## src/rtl/trace_monitor.sv

```systemverilog
`default_nettype none
// ============================================================================
// Module   : trace_monitor
// Purpose  : Commit-trace capture buffer (PC / ALU / cycle stamp) with halt
//            detection and stop-full, ring and halt-triggered capture modes.
// Revision : 1.0 - initial release
// ============================================================================
module trace_monitor #(
    parameter int XLEN        = 32,
    parameter int DEPTH       = 16,
    parameter int CW          = 32,
    parameter int HALT_CYCLES = 8
) (
    input  logic                       clock,
    input  logic                       reset_n,
    input  logic                       clear,
    input  logic [1:0]                 mode,
    input  logic                       valid_in,
    input  logic [XLEN-1:0]            pc_in,
    input  logic [XLEN-1:0]            alu_in,
    input  logic                       rd_ready,
    output logic                       rd_valid,
    output logic [XLEN-1:0]            rd_pc,
    output logic [XLEN-1:0]            rd_alu,
    output logic [CW-1:0]              rd_cycle,
    output logic [$clog2(DEPTH):0]     count,
    output logic                       overflow,
    output logic                       halted,
    output logic [CW-1:0]              cycle
);

    localparam int c_AW   = $clog2(DEPTH);
    localparam int c_CNTW = c_AW + 1;
    localparam int c_SW   = $clog2(HALT_CYCLES + 1);

    localparam logic [1:0] c_MODE_OFF       = 2'd0;
    localparam logic [1:0] c_MODE_STOP_FULL = 2'd1;
    localparam logic [1:0] c_MODE_HALT_TRIG = 2'd3;

    localparam logic [c_CNTW-1:0] c_DEPTH_CNT = c_CNTW'(DEPTH);
    localparam logic [c_SW-1:0]   c_HALT_MAX  = c_SW'(HALT_CYCLES);

    logic [XLEN-1:0]   r_mem_pc  [DEPTH];
    logic [XLEN-1:0]   r_mem_alu [DEPTH];
    logic [CW-1:0]     r_mem_cyc [DEPTH];

    logic [c_AW-1:0]   r_head;
    logic [c_AW-1:0]   r_tail;
    logic [c_CNTW-1:0] r_count;
    logic              r_overflow;
    logic              r_halted;
    logic [CW-1:0]     r_cycle;
    logic [c_SW-1:0]   r_streak;
    logic [XLEN-1:0]   r_last_pc;
    logic              r_have_last;

    logic              w_full;
    logic              w_empty;
    logic              w_frozen;
    logic              w_push_req;
    logic              w_pop;
    logic              w_write;
    logic              w_drop;
    logic              w_overwrite;
    logic              w_advance;
    logic              w_same_pc;
    logic [c_SW-1:0]   w_streak_next;

    assign w_full     = (r_count == c_DEPTH_CNT);
    assign w_empty    = (r_count == '0);
    assign w_frozen   = (mode == c_MODE_HALT_TRIG) && r_halted;
    assign w_push_req = valid_in && (mode != c_MODE_OFF) && !w_frozen;
    assign w_pop      = !w_empty && rd_ready;

    // When full the tail equals the head, so a ring-mode write lands on the
    // oldest slot and the head must advance whether or not a pop occurs.
    assign w_write     = w_push_req && (!w_full || (mode != c_MODE_STOP_FULL));
    assign w_drop      = w_push_req && w_full && (mode == c_MODE_STOP_FULL);
    assign w_overwrite = w_push_req && w_full && (mode != c_MODE_STOP_FULL) && !w_pop;
    assign w_advance   = w_pop || w_overwrite;

    assign w_same_pc     = r_have_last && (pc_in == r_last_pc);
    assign w_streak_next = !w_same_pc                ? c_SW'(1)   :
                           (r_streak == c_HALT_MAX)  ? c_HALT_MAX :
                                                       r_streak + c_SW'(1);

    always_ff @(posedge clock) begin
        if (!clear && w_write) begin
            r_mem_pc[r_tail]  <= pc_in;
            r_mem_alu[r_tail] <= alu_in;
            r_mem_cyc[r_tail] <= r_cycle;
        end
    end

    always_ff @(posedge clock or negedge reset_n) begin
        if (!reset_n) begin
            r_cycle <= '0;
        end else begin
            r_cycle <= r_cycle + CW'(1);
        end
    end

    always_ff @(posedge clock or negedge reset_n) begin
        if (!reset_n) begin
            r_head      <= '0;
            r_tail      <= '0;
            r_count     <= '0;
            r_overflow  <= 1'b0;
            r_halted    <= 1'b0;
            r_streak    <= '0;
            r_last_pc   <= '0;
            r_have_last <= 1'b0;
        end else if (clear) begin
            r_head      <= '0;
            r_tail      <= '0;
            r_count     <= '0;
            r_overflow  <= 1'b0;
            r_halted    <= 1'b0;
            r_streak    <= '0;
            r_have_last <= 1'b0;
        end else begin
            if (w_write) begin
                r_tail <= r_tail + c_AW'(1);
            end
            if (w_advance) begin
                r_head <= r_head + c_AW'(1);
            end
            unique case ({w_write, w_advance})
                2'b10:   r_count <= r_count + c_CNTW'(1);
                2'b01:   r_count <= r_count - c_CNTW'(1);
                default: r_count <= r_count;
            endcase
            if (w_drop || w_overwrite) begin
                r_overflow <= 1'b1;
            end
            // Halt detection watches every valid sample, independent of mode.
            if (valid_in) begin
                r_streak    <= w_streak_next;
                r_last_pc   <= pc_in;
                r_have_last <= 1'b1;
                if (w_streak_next == c_HALT_MAX) begin
                    r_halted <= 1'b1;
                end
            end
        end
    end

    assign rd_valid = !w_empty;
    assign rd_pc    = rd_valid ? r_mem_pc[r_head]  : '0;
    assign rd_alu   = rd_valid ? r_mem_alu[r_head] : '0;
    assign rd_cycle = rd_valid ? r_mem_cyc[r_head] : '0;
    assign count    = r_count;
    assign overflow = r_overflow;
    assign halted   = r_halted;
    assign cycle    = r_cycle;

endmodule
`default_nettype wire

```

## config.mk

```make
export PLATFORM = sky130hd
export DESIGN_NAME = trace_monitor
export DESIGN_NICKNAME = d
export VERILOG_FILES = /design/src/rtl/trace_monitor.sv
export SDC_FILE = /design/constraint.sdc
export NUM_CORES = 1
export LEC_CHECK = 0
export CORE_MARGIN = 2
export CORE_UTILIZATION = 45
export CTS_BUF_LIST = sky130_fd_sc_hd__clkbuf_16
export DETAILED_ROUTE_END_ITERATION = 8
export PLACE_DENSITY_LB_ADDON = 0.12
export SYNTH_ARGS = -nofsm -noshare
export SYNTH_HDL_FRONTEND = slang
export SYNTH_SLANG_ARGS = --single-unit
```

## constraint.sdc

```tcl
create_clock -name clock -period 35.9 [get_ports clock]
set_input_delay 3.59 -clock clock [delete_from_list [all_inputs] [get_ports clock]]
set_output_delay 3.59 -clock clock [all_outputs]
set_load 0.02 [all_outputs]
```

==> results.toml <==
[run_status]
status = "completed"

[die]
rows = 136
initial_core_util_pct = 45.3
die_h_um = 376
core_area_um2 = 137000
dieArea_um2 = 141000
ios = 207
die_x_um = 376

[detailed_routing]
avgRoutedWirePerCell_um = 30.5
first_pass_iters = 7
viasPerCell = 5.89
vias = 28500
drc = 0
drtIter0Drc = 2722
ant_nets = 0
routed_wl_um = 148000

[yosys]
ys_seq_area_share_pct = 77.4
synth_fa_ha_area_share_pct = 0.201
ys_ff_latch = 1620
ys_warn_count = 0
yosysTopAreaCell = "edfxtp_1"
synthSimpleGateAreaFrac_pct = 2.11
synth_nets = 2706
syn_avg_cell_area_um2 = 23.7
netlist_area_um2 = 62300
synth_edf_count = 1536
synth_flop_cell = "edfxtp_1"
ys_top_cells_by_area = "edfxtp_1, mux4_2, dfrtp_1"
netlist_instances = 2625
synth-compound-area-share_pct = 0.364
synth_xor_area_share_pct = 0.998
async_reset_ff_share_pct = 5.19
synth_top_family_by_area = "multiplexers"
muxShareOfSynthArea_pct = 18.0
synth_cell_type_count = 47
synth_top_area_share_pct = 74.1

[global_routing]
first_global_vias = 30600
grt.total_usage_pct = 21.2
overflow = 0
antenna_found_initial = 8
grt_max_degree = 164
grt_pass1_wl_um = 214000

[layout]
fin_cells = 4843
fillers = 10600
design_area_um2 = 71800
layout_common_cells = "edfxtp_1, mux4_2, clkdlybuf4s50_1"
area_growth_pct = 15.2
finalNetCount = 2991
final_common_cell = "edfxtp_1"
drive_gt1_share_pct = 26.2
fin_util_pct = 52.2

[sta]
rsz0062_at_grt = "no"
fmax_mhz = 102
hold_violations = 0
layout_worst_path_cycle_share_pct = 27.3
setup_viol = 0
skew_ns = 0.0305
tightestPinTransition_ns = 1.15
final.setup.tns_ns = 0
layout_min_cycle_time_ns = 9.80
final_max_slew_viol_count = 0
slew-limit-headroom_pct = 23.3

[worst_setup_path]
cp.required_ns = 32.31
slowest_stage = "buf_4"
arrival_ns = 6.21
r2r_start = "count[1]$_DFFE_PN0P_"
setup.worst_path.class = "reg -> out"
cp_cell_sequence = "buf_4, buf_12, buf_4, mux4_2, mux4_2, and2_1, clkdlybuf4s50_1"
startpoint = "r_head[1]$_DFFE_PN0P_"
cp-end-kind = "primary output"
cp_max_fo = 163
cp-start-kind = "flop"
slowest_delay_ns = 0.98

[clock_tree]
cts.hold.buffers_added = 0
clock-root-buffer = "clkbuf_16"
cts.sinks = 1620
cts_tree = "done"
cts_made_buffers = 167
cts.clk_slew.worst_paths_ns = 0.06
clk_path_buf_depth = 3
postCtsSetupRepairBufs = 0
worstSkewPairLatency_ns = 0.80
cts_resized = 0
cts_max_level = 4

[pwr]
p_switching_mw = 1.19
sequentialPowerShare_pct = 45.7
p_clk_share_pct = 35.3
p_comb_share_pct = 19.0
peakVddDrop_uv = 110
power_per_cell_area_nw_per_um2 = 64.2
switching_share_pct = 25.8
power.internal_mw = 3.42
p_leak_nw = 21.6

[placement]
gp_congestion = 0.707
hpwl_um = 69600
dp_cells = 4535
port-buffer-count = 206
place_area_um2 = 66600

[min_path]
min_from = "r_have_last$_DFFE_PN0P_"
hp-class = "reg -> reg"

[job]
maxCapViolCount = 0
cells in the mapped netlist, drive strengths merged, types with 7 or more instances:
library cell / n
nand2: 28
ha: 10
nor3: 11
mux4: 480
nor2: 29
xor2: 45
o21ai: 8
xnor2: 26
mux2: 33
edfxtp: 1536
buf: 46
and2: 106
nor4: 11
clkbuf: 85
dfrtp: 84
nand4: 9
a21oi: 7
nand3: 14
inv: 12
worst paths after layout:
| kind | slack [ns] | to | cells after the start |
|---|---|---|---|
| min | 0.49 | r_have_last$_DFFE_PN0P_ | 2 |
| min in group asynchronous | 2.78 | cycle[30]$_DFF_PN0_ | 1 |
| min reg2reg | 0.49 | r_have_last$_DFFE_PN0P_ | 2 |
| max in group asynchronous | 31.85 | r_head[0]$_DFFE_PN0P_ | 2 |
| max | 26.10 | rd_pc[5] | 7 |
| max reg2reg | 31.47 | r_mem_pc[15][18]$_DFFE_PP_ | 8 |
logic make-up after synthesis:
group	count (synthesis)
compound gates	32
xor+xnor	71
fa+ha+maj	10
buf+inv	143
flops	1620
mux	516
simple gates	233
flip-flops by register name (all words and copies together) (netlist names):
register	count
r_mem_pc	512
r_streak	4
r_last_pc	32
r_have_last	1
count	5
r_tail	4
halted	1
r_mem_cyc	512
r_head	4
overflow	1
r_mem_alu	512
cycle	32
routing by layer:
layer  up-vias  part of all wire [%]  GRT usage [%]
li1      11700                     -              -
met3       188                   5.5           3.63
met4         6                   1.6           4.83
met2       834                    49           34.3
met5         -                 0.027              0
met1     15800                    44           30.6
power groups by stage:
stage	Clock [mW]	Combinational, mW	Sequential [mW]
global route	1.74	0.932	2.11
detailed placement	0	0.897	2.15
finish	1.63	0.876	2.11
CTS	1.66	0.900	2.11
global placement	0	0.889	2.15
floorplan	0	0.546	2.13
critical path: cells and delay by family, from the launching register on:
kind | cells | cell delay [ns]
AND/OR/NAND/NOR | 1 | 0.28
flip-flops | 1 | 0.84
multiplexers | 2 | 0.88
buffers and inverters | 4 | 3.06
final cells by class:
cell class / count / area, µm² / area share [%]
Antenna cell: 3 / 7.51 / 0.0105
Inverter: 12 / 45.0 / 0.0628
Clock buffer: 174 / 4350 / 6.07
Tap cell: 1794 / 2240 / 3.13
Timing Repair Buffer: 247 / 2500 / 3.49
Multi-Input combinational cell: 862 / 13600 / 18.9
Sequential cell: 1620 / 48200 / 67.2
Clock inverter: 131 / 797 / 1.11
per-stage QoR:
stage	power [mW]	hold WS [ns]	setup slack, ns
2_1_floorplan	2.68	0.460	20.65
3_3_place_gp	3.03	0.483	26.98
3_5_place_dp	3.04	0.482	26.90
4_1_cts	4.67	0.497	26.01
5_1_grt	4.78	0.515	25.87
6_report	4.61	0.490	26.10
Power figures use the tool's default switching activity.
